`src/rtl/cim_edram_req_router.sv`:
```
// rtl/cim_edram_req_router.sv - request router from one master stream to the CIM-core eDRAM banks
// Optional counters: define CIM_EDRAM_ROUTER_PERF_EN to build perf_req_cnt_o / perf_err_cnt_o.
module cim_edram_req_router #(
    parameter int          ADDR_W      = 64,
    parameter int          DATA_W      = 64,
    parameter int          NB_BANKS    = 16,
    parameter int          BANK_ADDR_W = 23,
    parameter logic [63:0] BASE_ADDR   = 64'h5000_0000,
    parameter int          MAX_OUTST   = 4
) (
    input  logic                       clk_i,
    input  logic                       rst_i,
    input  logic                       req_valid_i,
    output logic                       req_ready_o,
    input  logic [ADDR_W-1:0]          req_addr_i,
    input  logic                       req_we_i,
    input  logic [DATA_W/8-1:0]        req_be_i,
    input  logic [DATA_W-1:0]          req_wdata_i,
    output logic                       rsp_valid_o,
    input  logic                       rsp_ready_i,
    output logic [DATA_W-1:0]          rsp_rdata_o,
    output logic                       rsp_err_o,
    output logic [NB_BANKS-1:0]        edram_req_valid_o,
    input  logic [NB_BANKS-1:0]        edram_req_ready_i,
    output logic [BANK_ADDR_W-1:0]     edram_req_addr_o,
    output logic                       edram_req_we_o,
    output logic [DATA_W/8-1:0]        edram_req_be_o,
    output logic [DATA_W-1:0]          edram_req_wdata_o,
    input  logic [NB_BANKS-1:0]        edram_rsp_valid_i,
    output logic [NB_BANKS-1:0]        edram_rsp_ready_o,
    input  logic [NB_BANKS*DATA_W-1:0] edram_rsp_rdata_i,
    output logic [31:0]                perf_req_cnt_o,
    output logic [31:0]                perf_err_cnt_o
);

    localparam int IDX_W  = $clog2(NB_BANKS);
    localparam int HI_LSB = BANK_ADDR_W + IDX_W;
    localparam int PTR_W  = (MAX_OUTST > 1) ? $clog2(MAX_OUTST) : 1;
    localparam int CNT_W  = $clog2(MAX_OUTST + 1);
    localparam logic [ADDR_W-1:0] BASE_TRUNC = BASE_ADDR[ADDR_W-1:0];

    logic             w_hit;
    logic [IDX_W-1:0] w_idx;
    logic             w_full;
    logic             w_empty;
    logic             w_push;
    logic             w_pop;
    logic             w_head_err;
    logic [IDX_W-1:0] w_head_idx;
    logic [DATA_W-1:0] w_bank_rdata [NB_BANKS];

    logic             r_fifo_err [MAX_OUTST];
    logic [IDX_W-1:0] r_fifo_idx [MAX_OUTST];
    logic [PTR_W-1:0] r_wr_ptr;
    logic [PTR_W-1:0] r_rd_ptr;
    logic [CNT_W-1:0] r_count;

    function automatic logic [PTR_W-1:0] ptr_inc(input logic [PTR_W-1:0] p);
        return (p == PTR_W'(MAX_OUTST - 1)) ? '0 : p + 1'b1;
    endfunction

    assign w_hit = (req_addr_i[ADDR_W-1:HI_LSB] == BASE_TRUNC[ADDR_W-1:HI_LSB]);
    assign w_idx = req_addr_i[BANK_ADDR_W +: IDX_W];

    assign edram_req_addr_o  = req_addr_i[BANK_ADDR_W-1:0];
    assign edram_req_we_o    = req_we_i;
    assign edram_req_be_o    = req_be_i;
    assign edram_req_wdata_o = req_wdata_i;

    assign w_full  = (r_count == CNT_W'(MAX_OUTST));
    assign w_empty = (r_count == '0);

    // Full blocks the push even when the head pops this cycle.
    always_comb begin
        edram_req_valid_o = '0;
        if (req_valid_i && w_hit && !w_full) begin
            edram_req_valid_o[w_idx] = 1'b1;
        end
    end

    assign req_ready_o = !w_full && (w_hit ? edram_req_ready_i[w_idx] : 1'b1);
    assign w_push      = req_valid_i && req_ready_o;

    genvar g;
    generate
        for (g = 0; g < NB_BANKS; g++) begin : g_rdata
            assign w_bank_rdata[g] = edram_rsp_rdata_i[g*DATA_W +: DATA_W];
        end
    endgenerate

    assign w_head_err = r_fifo_err[r_rd_ptr];
    assign w_head_idx = r_fifo_idx[r_rd_ptr];

    // Only the bank at the FIFO head may hand over a response; others stall.
    always_comb begin
        rsp_valid_o       = 1'b0;
        rsp_err_o         = 1'b0;
        rsp_rdata_o       = '0;
        edram_rsp_ready_o = '0;
        w_pop             = 1'b0;
        if (!w_empty) begin
            if (w_head_err) begin
                rsp_valid_o = 1'b1;
                rsp_err_o   = 1'b1;
                w_pop       = rsp_ready_i;
            end else begin
                rsp_valid_o                   = edram_rsp_valid_i[w_head_idx];
                rsp_rdata_o                   = w_bank_rdata[w_head_idx];
                edram_rsp_ready_o[w_head_idx] = rsp_ready_i;
                w_pop                         = edram_rsp_valid_i[w_head_idx] && rsp_ready_i;
            end
        end
    end

    always_ff @(posedge clk_i) begin
        if (w_push) begin
            r_fifo_err[r_wr_ptr] <= !w_hit;
            r_fifo_idx[r_wr_ptr] <= w_idx;
        end
    end

    always_ff @(posedge clk_i or posedge rst_i) begin
        if (rst_i) begin
            r_wr_ptr <= '0;
            r_rd_ptr <= '0;
            r_count  <= '0;
        end else begin
            if (w_push) begin
                r_wr_ptr <= ptr_inc(r_wr_ptr);
            end
            if (w_pop) begin
                r_rd_ptr <= ptr_inc(r_rd_ptr);
            end
            case ({w_push, w_pop})
                2'b10:   r_count <= r_count + 1'b1;
                2'b01:   r_count <= r_count - 1'b1;
                default: r_count <= r_count;
            endcase
        end
    end

`ifdef CIM_EDRAM_ROUTER_PERF_EN
    logic [31:0] r_perf_req;
    logic [31:0] r_perf_err;

    always_ff @(posedge clk_i or posedge rst_i) begin
        if (rst_i) begin
            r_perf_req <= '0;
            r_perf_err <= '0;
        end else begin
            if (w_push && (r_perf_req != 32'hFFFF_FFFF)) begin
                r_perf_req <= r_perf_req + 32'd1;
            end
            if (w_push && !w_hit && (r_perf_err != 32'hFFFF_FFFF)) begin
                r_perf_err <= r_perf_err + 32'd1;
            end
        end
    end

    assign perf_req_cnt_o = r_perf_req;
    assign perf_err_cnt_o = r_perf_err;
`else
    assign perf_req_cnt_o = 32'd0;
    assign perf_err_cnt_o = 32'd0;
`endif

endmodule

```
`config.mk`:
```
export PLATFORM = sky130hd
export DESIGN_NAME = cim_edram_req_router
export DESIGN_NICKNAME = d
export VERILOG_FILES = /design/src/rtl/cim_edram_req_router.sv
export SDC_FILE = /design/constraint.sdc
export NUM_CORES = 1
export LEC_CHECK = 0
export ABC_AREA = 1
export BUFFER_PORTS_ARGS = -buffer_cell sky130_fd_sc_hd__clkbuf_2
export CAP_MARGIN = 5
export CORE_AREA = 2 2 573 575
export CTS_CLUSTER_SIZE = 25
export DETAILED_ROUTE_END_ITERATION = 8
export DIE_AREA = 0 0 575 577
export GPL_TIMING_DRIVEN = 1
export MAX_ROUTING_LAYER = met4
export PLACE_DENSITY = 0.3
export SLEW_MARGIN = 20
export SYNTH_ARGS = -nofsm -noshare
export SYNTH_HDL_FRONTEND = slang
export SYNTH_SLANG_ARGS = --single-unit
export TNS_END_PERCENT = 1
```
`constraint.sdc`:
```
create_clock -name clk_i -period 4.5 [get_ports clk_i]
set_input_delay 0.9 -clock clk_i [delete_from_list [all_inputs] [get_ports clk_i]]
set_output_delay 0.9 -clock clk_i [all_outputs]
set_load 0.1 [all_outputs]
```
==> results of run 1 <==
## synth_stat cells, drive strengths merged
cell type  number
nand2         395
nor2          375
buf           348
a21oi         264
o21ai         263
o221ai        256
nand3          78
inv            40
edfxtp         20
clkbuf         19
nor4           15
a22oi           8
dfrtp           7
ha              6
nand3b          6
nand4           4
nor3            4
nor3b           2
or2             2
a32oi           1
and2            1
conb            1
fa              1
o21bai          1
xnor2           1
xor2            1
## power groups by stage
stage,Combinational (uW),Sequential [uW],Clock [uW]
floorplan,13000,378,0
global route,25600,405,253
CTS,24800,398,249
global placement,24800,409,0
detailed placement,24700,401,0
finish,24000,394,235
## worst max path at each step
stage                                        end  slack [ns]  cells after the start
after CTS                        rsp_rdata_o[14]      0.0005                     13
after global placement           rsp_rdata_o[47]      -0.005                     12
after global routing             rsp_rdata_o[47]       -0.11                     13
after floorplan           r_count[2]$_DFFE_PP0P_        0.29                     14
after detailed placement         rsp_rdata_o[47]       -0.02                     12
final                            rsp_rdata_o[46]        0.07                     13
## cells by family (layout without fill, tap and decap cells)
kind of cell    Yosys count  after routing  share of synthesized area [%]
xor+xnor                  2              2                         0.1464
simple gates            882            882                          29.62
fa+ha+maj                 7              7                         0.7948
flops                    27             27                          6.484
compound gates          793            793                          41.46
other cells               1            208                        0.03134
buf+inv                 407           1379                          21.47
## worst max-delay path, stage by stage (launching register included)
cell	delay, ns
dfrtp_1	0.41
buf_4	0.18
nand2_2	0.09
nand3_4	0.22
nand2_8	0.31
nand2_4	0.22
buf_12	0.23
buf_4	0.24
o221ai_1	0.58
nand2_1	0.12
nand2_1	0.17
nor2_1	0.07
buf_4	0.14
buf_12	0.15
## metal layers
metal,vias up,global-route usage [%]
met2,1493,21.62
met4,0,2.891
met3,233,7.167
met5,-,-
met1,10120,13.50
li1,9661,-
## sequential cells by signal (all words and copies together) (netlist names)
name	cells
r_wr_ptr	2
r_count	3
r_fifo_err	4
r_rd_ptr	2
r_fifo_idx	16
## repair_timing
item                       4_1_cts  5_1_grt
hold endpoints to repair         0        0
resized for setup               12        6
setup endpoints to repair       14       13
pin swaps                        1        0
## per-stage QoR
| step | cell area (um2) | setup WS [ns] |
|---|---|---|
| 4_1_cts | 24100 | 0.0004670 |
| 2_1_floorplan | 12200 | 0.2909 |
| 3_3_place_gp | 23980 | -0.004834 |
| 6_report | 24480 | 0.06830 |
| 3_5_place_dp | 23980 | -0.02182 |
| 5_1_grt | 24430 | -0.1122 |
## layout make-up
| class | instances | area, um2 |
|---|---|---|
| diodes | 144 | 360.3 |
| clock buffers | 3 | 75.07 |
| clock inverters | 1 | 8.758 |
| fillers | 39030 | 301300 |
| inverters | 40 | 162.7 |
| multi-input cells | 1748 | 8970 |
| flip-flops and latches | 27 | 777.0 |
| well taps | 4346 | 5438 |
| repair buffers | 1335 | 8690 |
==> reports/qor.csv, run 1 <==
stage,metric,value,unit
drt,met2_length,103100,um
drt,drt_iter0_drc,1061,
power_and_ir_drop,pwr-share-clk,1.0,%
yosys,ys_warn_count,0,
setup_path,arrival,3.53,ns
timing,fin_crit_sh,98.48,%
drt,vias,21510,
final_layout,final_common_cell,clkbuf_2,
die,core_area,325800,um2
drt,vias_per_cell,2.814,
yosys,ys_seq_elements,27,
clock_tree,cts.sinks,27,
run,drv_cap,0,
clock_tree,clkLatencyLatePin,0.28,ns
clock_tree,root_buffer,clkbuf_16,
drt,drc,0,
final_layout,final_cell_mix,"clkbuf_2 (1109), nand2_1 (386), nor2_1 (366)",
power_and_ir_drop,power_switching,17300,uW
timing,setup_viol_count_final,0,
timing,hold_viol,0,
power_and_ir_drop,switching_share,70.19,%
global_route,grt_usage,13.06,%
drt,dr_wl_met3,29830,um
timing,fmax,225.6,MHz
global_route,grt_pass1_vias,22150,
setup_path,path_max_fanout,38,
final_layout,fin_util,7.514,%
power_and_ir_drop,total_leakage_power,0.009890,uW
timing,slew_headroom,43.27,%
final_layout,layout-drive-gt1-share,43.56,%
final_layout,syn_to_final_growth,104.6,%
clock_tree,cts_htree_levels,1,
drt,ant_nets,0,
setup_path,crit_start,r_rd_ptr[0]$_DFFE_PP0P_,
yosys,ys_seq_area_share,6.484,%
setup_path,regToRegStartpoint,r_rd_ptr[0]$_DFFE_PP0P_,
outcome,status,"complete, no violations",
power_and_ir_drop,powerDensity,1007,nW/um2
place,portBuffers,1199,
clock_tree,clk_pin_slew,0.08,ns
place,dpl.hpwl,201900,um
setup_path,rr_endpoint,r_count[2]$_DFFE_PP0P_,
hold_path,hold_depth,1,
drt,wl_per_cell,28.95,um
power_and_ir_drop,vdd_ir_drop_max,0.0006346,V
yosys,synth_cell_types,36,
drt,wirelength,221300,um
timing,clock_skew,0.003178,ns
timing,max_slew.worst_pin.slew,0.8510,ns
die,die_x,575,um
die,die_area,331800,um2
setup_path,required,3.60,ns
place,place.gp.congestion,0.9215,
drt,first_pass_iters,5,
drt,met1Wirelength,81560,um
final_layout,nets,4359,
yosys,synth_top_area_share,18.74,%
yosys,syn_area_per_cell,5.646,um2
yosys,synth_top_cell_by_area,o221ai_1,
power_and_ir_drop,power.total,24650,uW
global_route,grt_pass1_wl,267700,um
place,place_inst,7496,
clock_tree,postCtsSetupRepairBufs,0,
clock_tree,cts_inserted_buffers,3,
die,die_h,577,um
die,num_io_pins,1456,
clock_tree,cts_tree,yes,
global_route,overflow,0,
timing,final.setup.tns,0,ns
hold_path,hp-class,flip-flop to flip-flop,
timing,finalMaxSlewViolations,0,
yosys,synth_area_leaders,"o221ai_1 (19%), nand2_1 (12%), nor2_1 (12%)",
hold_path,hp-start,r_count[0]$_DFFE_PP0P_,
die,num_rows,210,
setup_path,worstSetupEndpointType,output port,
die,start_util,3.672,%
clock_tree,cts_max_path_buffers,2,
timing,rsz0062_at_grt,true,
timing,period_needed,4.432,ns
hold_path,worstHoldEndpoint,r_count[0]$_DFFE_PP0P_,
power_and_ir_drop,pwr-share-comb,97.4,%
power_and_ir_drop,p_seq_share,1.6,%
setup_path,regToRegSetupSlack,1.11,ns
yosys,syn_inst,2119,
setup_path,critPathKind,flip-flop to output port,
final_layout,final_cells,7644,
setup_path,reg2reg_depth,17,
setup_path,startpoint_type,flip-flop,
power_and_ir_drop,internal_power,7348,uW
yosys,syn_area,11960,um2
global_route,grt_max_degree,69,
drt,top_signal_layer_used,met4,
global_route,antenna_found_initial,233,
timing,timing.hold.ws,0.5358,ns
clock_tree,cts_hold_buf,0,
Note: power is estimated with default switching activity, not from simulation.
==> inputs of run 2 (changes only) <==
Settings changed: SETUP_SLACK_MARGIN set to 0.15.
==> run 2 against run 1 <==
Compared with the run above:
- count of clock-buffer cells in the layout is the same
- worst hold slack lost 0.00088 ns
- fmax grew 3.3%
- largest cell class unchanged
- sequential power is essentially flat
- non-clock buffer count grew 4
- combinational power grew 2%
- cell area grew 1.1%
==> reports/qor.csv, run 2 (synthesis gave the netlist of run 1 again) <==
stage,metric,value,unit
drt,first_pass_iters,7,
die,start_util,3.672,%
timing,fin_crit_sh,95.29,%
setup_path,rr_endpoint,r_count[2]$_DFFE_PP0P_,
die,num_rows,210,
timing,setup_viol_count_final,0,
place,dpl.hpwl,201900,um
final_layout,layout-drive-gt1-share,44.70,%
final_layout,final_cell_mix,"clkbuf_2 (1109), nand2_1 (381), nor2_1 (357)",
setup_path,slowest_delay,0.41,ns
drt,drc,0,
setup_path,required,3.60,ns
power_and_ir_drop,powerDensity,1013,nW/um2
setup_path,regToRegStartpoint,r_rd_ptr[0]$_DFFE_PP0P_,
setup_path,reg2reg_depth,20,
setup_path,crit_top_cell,nand2_1,
timing,slew_headroom,42.22,%
die,die_h,577,um
setup_path,cp_cell_sequence,"inv_2, nand2_1, nand3_4, buf_12, a21oi_1, o21ai_1, o221ai_1, nand2_1, nand2_1, nor2_1, buf_12",
place,place.gp.congestion,0.9215,
setup_path,regToRegSetupSlack,0.97,ns
die,core_area,325800,um2
setup_path,worst-path-buf-inv,3,
clock_tree,cts_max_path_buffers,2,
die,die_area,331800,um2
global_route,grt_pass1_vias,22190,
clock_tree,clk_pin_slew,0.08,ns
final_layout,fin_util,7.598,%
final_layout,syn_to_final_growth,106.9,%
clock_tree,clkLatencyLatePin,0.28,ns
clock_tree,root_buffer,clkbuf_16,
drt,ant_nets,0,
clock_tree,cts_hold_buf,0,
final_layout,final_common_cell,clkbuf_2,
timing,clock_skew,0.003300,ns
setup_path,crit_start,r_rd_ptr[0]$_DFFE_PP0P_,
power_and_ir_drop,total_leakage_power,0.009962,uW
timing,hold_viol,0,
setup_path,startpoint_type,flip-flop,
global_route,grt_usage,13.07,%
clock_tree,cts.sinks,27,
hold_path,hp-class,flip-flop to flip-flop,
hold_path,hold_depth,1,
hold_path,worstHoldEndpoint,r_count[0]$_DFFE_PP0P_,
run,drv_cap,0,
setup_path,cp_top_family,simple AND/OR/NAND/NOR gates,
final_layout,largest-register,r_fifo_idx,
timing,fmax,233.2,MHz
setup_path,cp_slowest_cell,dfrtp_1,
global_route,antenna_found_initial,227,
place,place_inst,7496,
timing,max_slew.worst_pin.slew,0.8667,ns
hold_path,hp-start,r_count[0]$_DFFE_PP0P_,
final_layout,largestRegisters,"r_fifo_idx (16), r_fifo_err (4), r_count (3)",
setup_path,path_max_fanout,69,
final_layout,fin_area,24760,um2
final_layout,nets,4364,
die,num_io_pins,1456,
drt,vias,21640,
clock_tree,cts_inserted_buffers,3,
final_layout,largest_reg_flops,16,
setup_path,worstSetupEndpointType,output port,
drt,drt_iter0_drc,1102,
drt,wirelength,221600,um
clock_tree,cts_htree_levels,1,
setup_path,critPathKind,flip-flop to output port,
place,placed_area,23980,um2
final_layout,final_cells,7652,
timing,finalMaxSlewViolations,0,
die,die_x,575,um
global_route,grt_max_degree,69,
outcome,status,"complete, no violations",
global_route,overflow,0,
power_and_ir_drop,vdd_ir_drop_max,0.0006367,V
setup_path,arrival,3.39,ns
clock_tree,cts_tree,yes,
place,portBuffers,1199,
timing,period_needed,4.288,ns
drt,wl_per_cell,28.96,um
global_route,grt_pass1_wl,268000,um
drt,vias_per_cell,2.828,
timing,rsz0062_at_grt,true,
-- run 2: cell types whose count changed in the layout (fill, tap and decap cells not counted), moves of 4 or more --
cell	before	now
nand2_2	6	11
nor2_4	3	7
o21ai_2	4	10
o221ai_2	0	10
buf_12	115	110
buf_16	0	5
o221ai_1	256	246
nor2_2	6	11
o21ai_1	247	240
nand2_1	386	381
nor2_1	366	357
-- run 2: how the worst max path moves through the flow --
stage | to | depth (start not counted)
floorplan | r_count[2]$_DFFE_PP0P_ | 14
global placement | rsp_rdata_o[47] | 12
detailed placement | rsp_rdata_o[47] | 12
CTS | rsp_rdata_o[60] | 12
global route | rsp_rdata_o[42] | 13
finish | rsp_rdata_o[12] | 11
-- run 2: worst reg2reg max path, stage by stage, from the launching register on --
cell and delay [ns]:
dfrtp_1 0.41, buf_4 0.18, nand2_2 0.09, nand3_4 0.23, buf_4 0.26, buf_4 0.20, nand3b_1 0.13, nand2_1 0.08
nand2_1 0.06, nand2_1 0.06, nand2_1 0.05, nand3_1 0.24, o21bai_2 0.23, nand2_1 0.13, inv_1 0.09, ha_1 0.13
inv_1 0.07, fa_1 0.37, a21oi_1 0.13, o21ai_0 0.12, xor2_1 0.16
-- run 2: final cells by class --
class	count	area, um2
Antenna cell	147	367.9
Inverter	40	162.7
Fill cell	39020	301100
Tap cell	4346	5438
Clock buffer	3	75.07
Timing Repair Buffer	1339	8776
Sequential cell	27	777.0
Multi-Input combinational cell	1749	9151
Clock inverter	1	8.758
-- run 2: where the power goes --
group	internal, uW	switching (uW)	total (uW)
sequential	339	54.5	394
clock	124	110	234
combinational	7070	17400	24400
total	7530	17500	25100
-- run 2: routing by layer --
| layer | track usage (%) | vias up | routed length [um] |
|---|---|---|---|
| li1 | - | 9681 | - |
| met1 | 13.45 | 10250 | 81690 |
| met2 | 21.53 | 1482 | 103900 |
| met3 | 7.261 | 231 | 29640 |
| met4 | 3.193 | 0 | 6300 |
| met5 | - | - | 0 |
-- run 2: through the flow --
step	setup TNS, ns	hold slack, ns	total power (uW)	setup slack, ns
2_1_floorplan	0	0.4896	13410	0.2909
3_3_place_gp	-0.004834	0.5568	25220	-0.004834
3_5_place_dp	-0.02182	0.5333	25090	-0.02182
4_1_cts	0	0.5511	25510	0.02778
5_1_grt	0	0.5721	26610	0.01706
6_report	0	0.5349	25070	0.2118
-- run 2: repair_timing --
item / 4_1_cts / 5_1_grt
setup endpoints to repair: 34 / 35
pin swaps: 2 / 2
endpoints found under the hold margin: 0 / 0
gates cloned: 1 / 0
resized for setup: 12 / 55
setup buffers: 4 / 0
==> inputs of run 3 (changes only) <==
Settings changed: CELL_PAD_IN_SITES_DETAIL_PLACEMENT set to 0, CELL_PAD_IN_SITES_GLOBAL_PLACEMENT set to 1, CORE_AREA 2 2 573 575 to 2 2 566 568, DIE_AREA 0 0 575 577 to 0 0 568 570, PLACE_DENSITY 0.3 to 0.35.
==> run 3 against run 2 <==
Compared with the run above:
- register-to-register slack gained 0.07 ns
- largest power group unchanged
- first-iteration DRC count grew 15%
- via count grew 0.78%
- die area shrank 2.4%
- combinational power is essentially flat
- critical endpoint is now rsp_rdata_o[59]
- non-clock buffer count shrank 12
==> reports/qor.csv, run 3 (synthesis gave the netlist of run 1 again) <==
stage,metric,value,unit
outcome,status,"complete, no violations",
die,die_h,570,um
drt,first_pass_iters,5,
setup_path,cp_cell_sequence,"inv_2, nand2_1, nand3_4, buf_12, buf_12, buf_12, a21oi_1, o21ai_1, o221ai_1, nand2_1, nand2_1, nor2_1, buf_12",
place,dpl.hpwl,202400,um
timing,finalMaxSlewViolations,0,
timing,fin_crit_sh,94.06,%
place,post-place-ws,-0.3448,ns
timing,period_needed,4.233,ns
clock_tree,cts_inserted_buffers,3,
drt,vias_per_cell,2.945,
final_layout,fillers,37870,
clock_tree,cts_hold_buf,0,
place,place.gp.congestion,0.9037,
final_layout,largest-register,r_fifo_idx,
run,drv_cap,0,
setup_path,path_max_fanout,28,
global_route,grt_pass1_vias,22620,
clock_tree,cts.sinks,27,
die,num_rows,207,
die,core_area,317300,um2
setup_path,crit_top_cell,buf_12,
setup_path,worst-path-buf-inv,5,
setup_path,startpoint_type,flip-flop,
setup_path,cp_slowest_cell,o21ai_1,
drt,wirelength,223900,um
clock_tree,clk_pin_slew,0.08,ns
die,die_area,323800,um2
timing,slew_headroom,30.86,%
timing,fin_ws,0.2672,ns
timing,timing.hold.ws,0.5415,ns
final_layout,syn_to_final_growth,104.1,%
final_layout,layout-drive-gt1-share,43.99,%
final_layout,nets,4351,
final_layout,final_cell_mix,"clkbuf_2 (1105), nand2_1 (387), nor2_1 (363)",
timing,fmax,236.2,MHz
global_route,overflow,0,
setup_path,critPathKind,flip-flop to output port,
die,start_util,3.771,%
setup_path,required,3.60,ns
timing,hold_viol,0,
clock_tree,cts_tree,yes,
power_and_ir_drop,powerDensity,1016,nW/um2
final_layout,largest_reg_flops,16,
drt,drc,0,
drt,drt_iter0_drc,1264,
clock_tree,cts_htree_levels,1,
global_route,grt_pass1_wl,273000,um
setup_path,cp_top_family,buffers and inverters,
hold_path,hp-class,flip-flop to flip-flop,
timing,rsz0062_at_grt,true,
clock_tree,root_buffer,clkbuf_16,
die,die_x,568,um
timing,setup_viol_count_final,0,
clock_tree,clkLatencyLatePin,0.27,ns
power_and_ir_drop,total_leakage_power,0.009944,uW
timing,clock_skew,0.006875,ns
clock_tree,cts_max_path_buffers,2,
drt,ant_nets,0,
drt,vias,21810,
drt,wl_per_cell,30.23,um
global_route,antenna_found_initial,198,
setup_path,slowest_delay,0.52,ns
final_layout,final_common_cell,clkbuf_2,
global_route,grt_max_degree,63,
power_and_ir_drop,vdd_ir_drop_max,0.0005052,V
timing,final.setup.tns,0,ns
global_route,grt_usage,13.53,%
setup_path,worstSetupEndpointType,output port,
place,portBuffers,1199,
setup_path,arrival,3.33,ns
timing,max_slew.worst_pin.slew,1.037,ns
die,num_io_pins,1456,
final_layout,largestRegisters,"r_fifo_idx (16), r_fifo_err (4), r_count (3)",
## run 3: cell count changes in the layout (fill, tap and decap cells not counted), moves of 3 or more
| cell | previous run | this run |
|---|---|---|
| o21ai_1 | 240 | 245 |
| clkbuf_2 | 1109 | 1105 |
| nor2_1 | 357 | 363 |
| buf_12 | 110 | 133 |
| nand2_1 | 381 | 387 |
| buf_16 | 5 | 0 |
| nand2_2 | 11 | 5 |
| buf_6 | 4 | 7 |
| diode_2 | 147 | 79 |
| nor2_2 | 11 | 5 |
| buf_4 | 110 | 82 |
## run 3: final cells by class
cell class                 count  area [um2]  area share, %
multi-input combinational   1748        9072          37.16
timing repair buffer        1327        8887          36.40
tap                         4180        5230          21.42
sequential                    27       777.0          3.182
antenna                       79       197.7         0.8097
inverter                      40       167.7         0.6867
clock buffer                   3       75.07         0.3075
clock inverter                 1       7.507        0.03075
## run 3: per-layer routing
layer	vias to the layer above	global-route usage, %	share of wire (%)
met5	-	-	0
met4	0	2.822	2.8
met3	293	4.979	9.1
met2	1519	22.59	47
met1	10450	15.38	41
li1	9545	-	-
## run 3: worst paths after layout
| path | endpoint | cells past startpoint | start | slack, ns |
|---|---|---|---|---|
| min in group asynchronous | r_count[2]$_DFFE_PP0P_ | 2 | rst_i | 0.57 |
| max in group asynchronous | r_rd_ptr[0]$_DFFE_PP0P_ | 2 | rst_i | 3.65 |
| min | r_count[0]$_DFFE_PP0P_ | 1 | r_count[0]$_DFFE_PP0P_ | 0.54 |
| max reg2reg | r_count[2]$_DFFE_PP0P_ | 21 | r_rd_ptr[0]$_DFFE_PP0P_ | 1.04 |
| max | rsp_rdata_o[59] | 13 | r_rd_ptr[0]$_DFFE_PP0P_ | 0.27 |
| min reg2reg | r_count[0]$_DFFE_PP0P_ | 1 | r_count[0]$_DFFE_PP0P_ | 0.54 |
## run 3: what timing repair did
| action | CTS | global route |
|---|---|---|
| buffers inserted | 0 | 4 |
| gates cloned | 0 | 0 |
| setup endpoints to repair | 34 | 30 |
| pin swaps | 0 | 3 |
| gates resized for setup | 37 | 9 |
## run 3: stage by stage
stage                     power, uW  cells  utilization, %  area, um2
final                         24820   7405           7.695      24410
after detailed placement      25170   7318           7.541      23930
after global routing          26370   7386           7.680      24370
after floorplan               13410   2182               -      12200
after global placement        25300   7318           7.541      23930
after CTS                     25640   7322           7.611      24150
## run 3: where the power goes
group          total [uW]  leakage [uW]  switching, uW  internal [uW]
clock                 218     0.0000376           97.2            121
combinational       24200       0.00965          17300           6940
sequential            398      0.000260           59.0            339
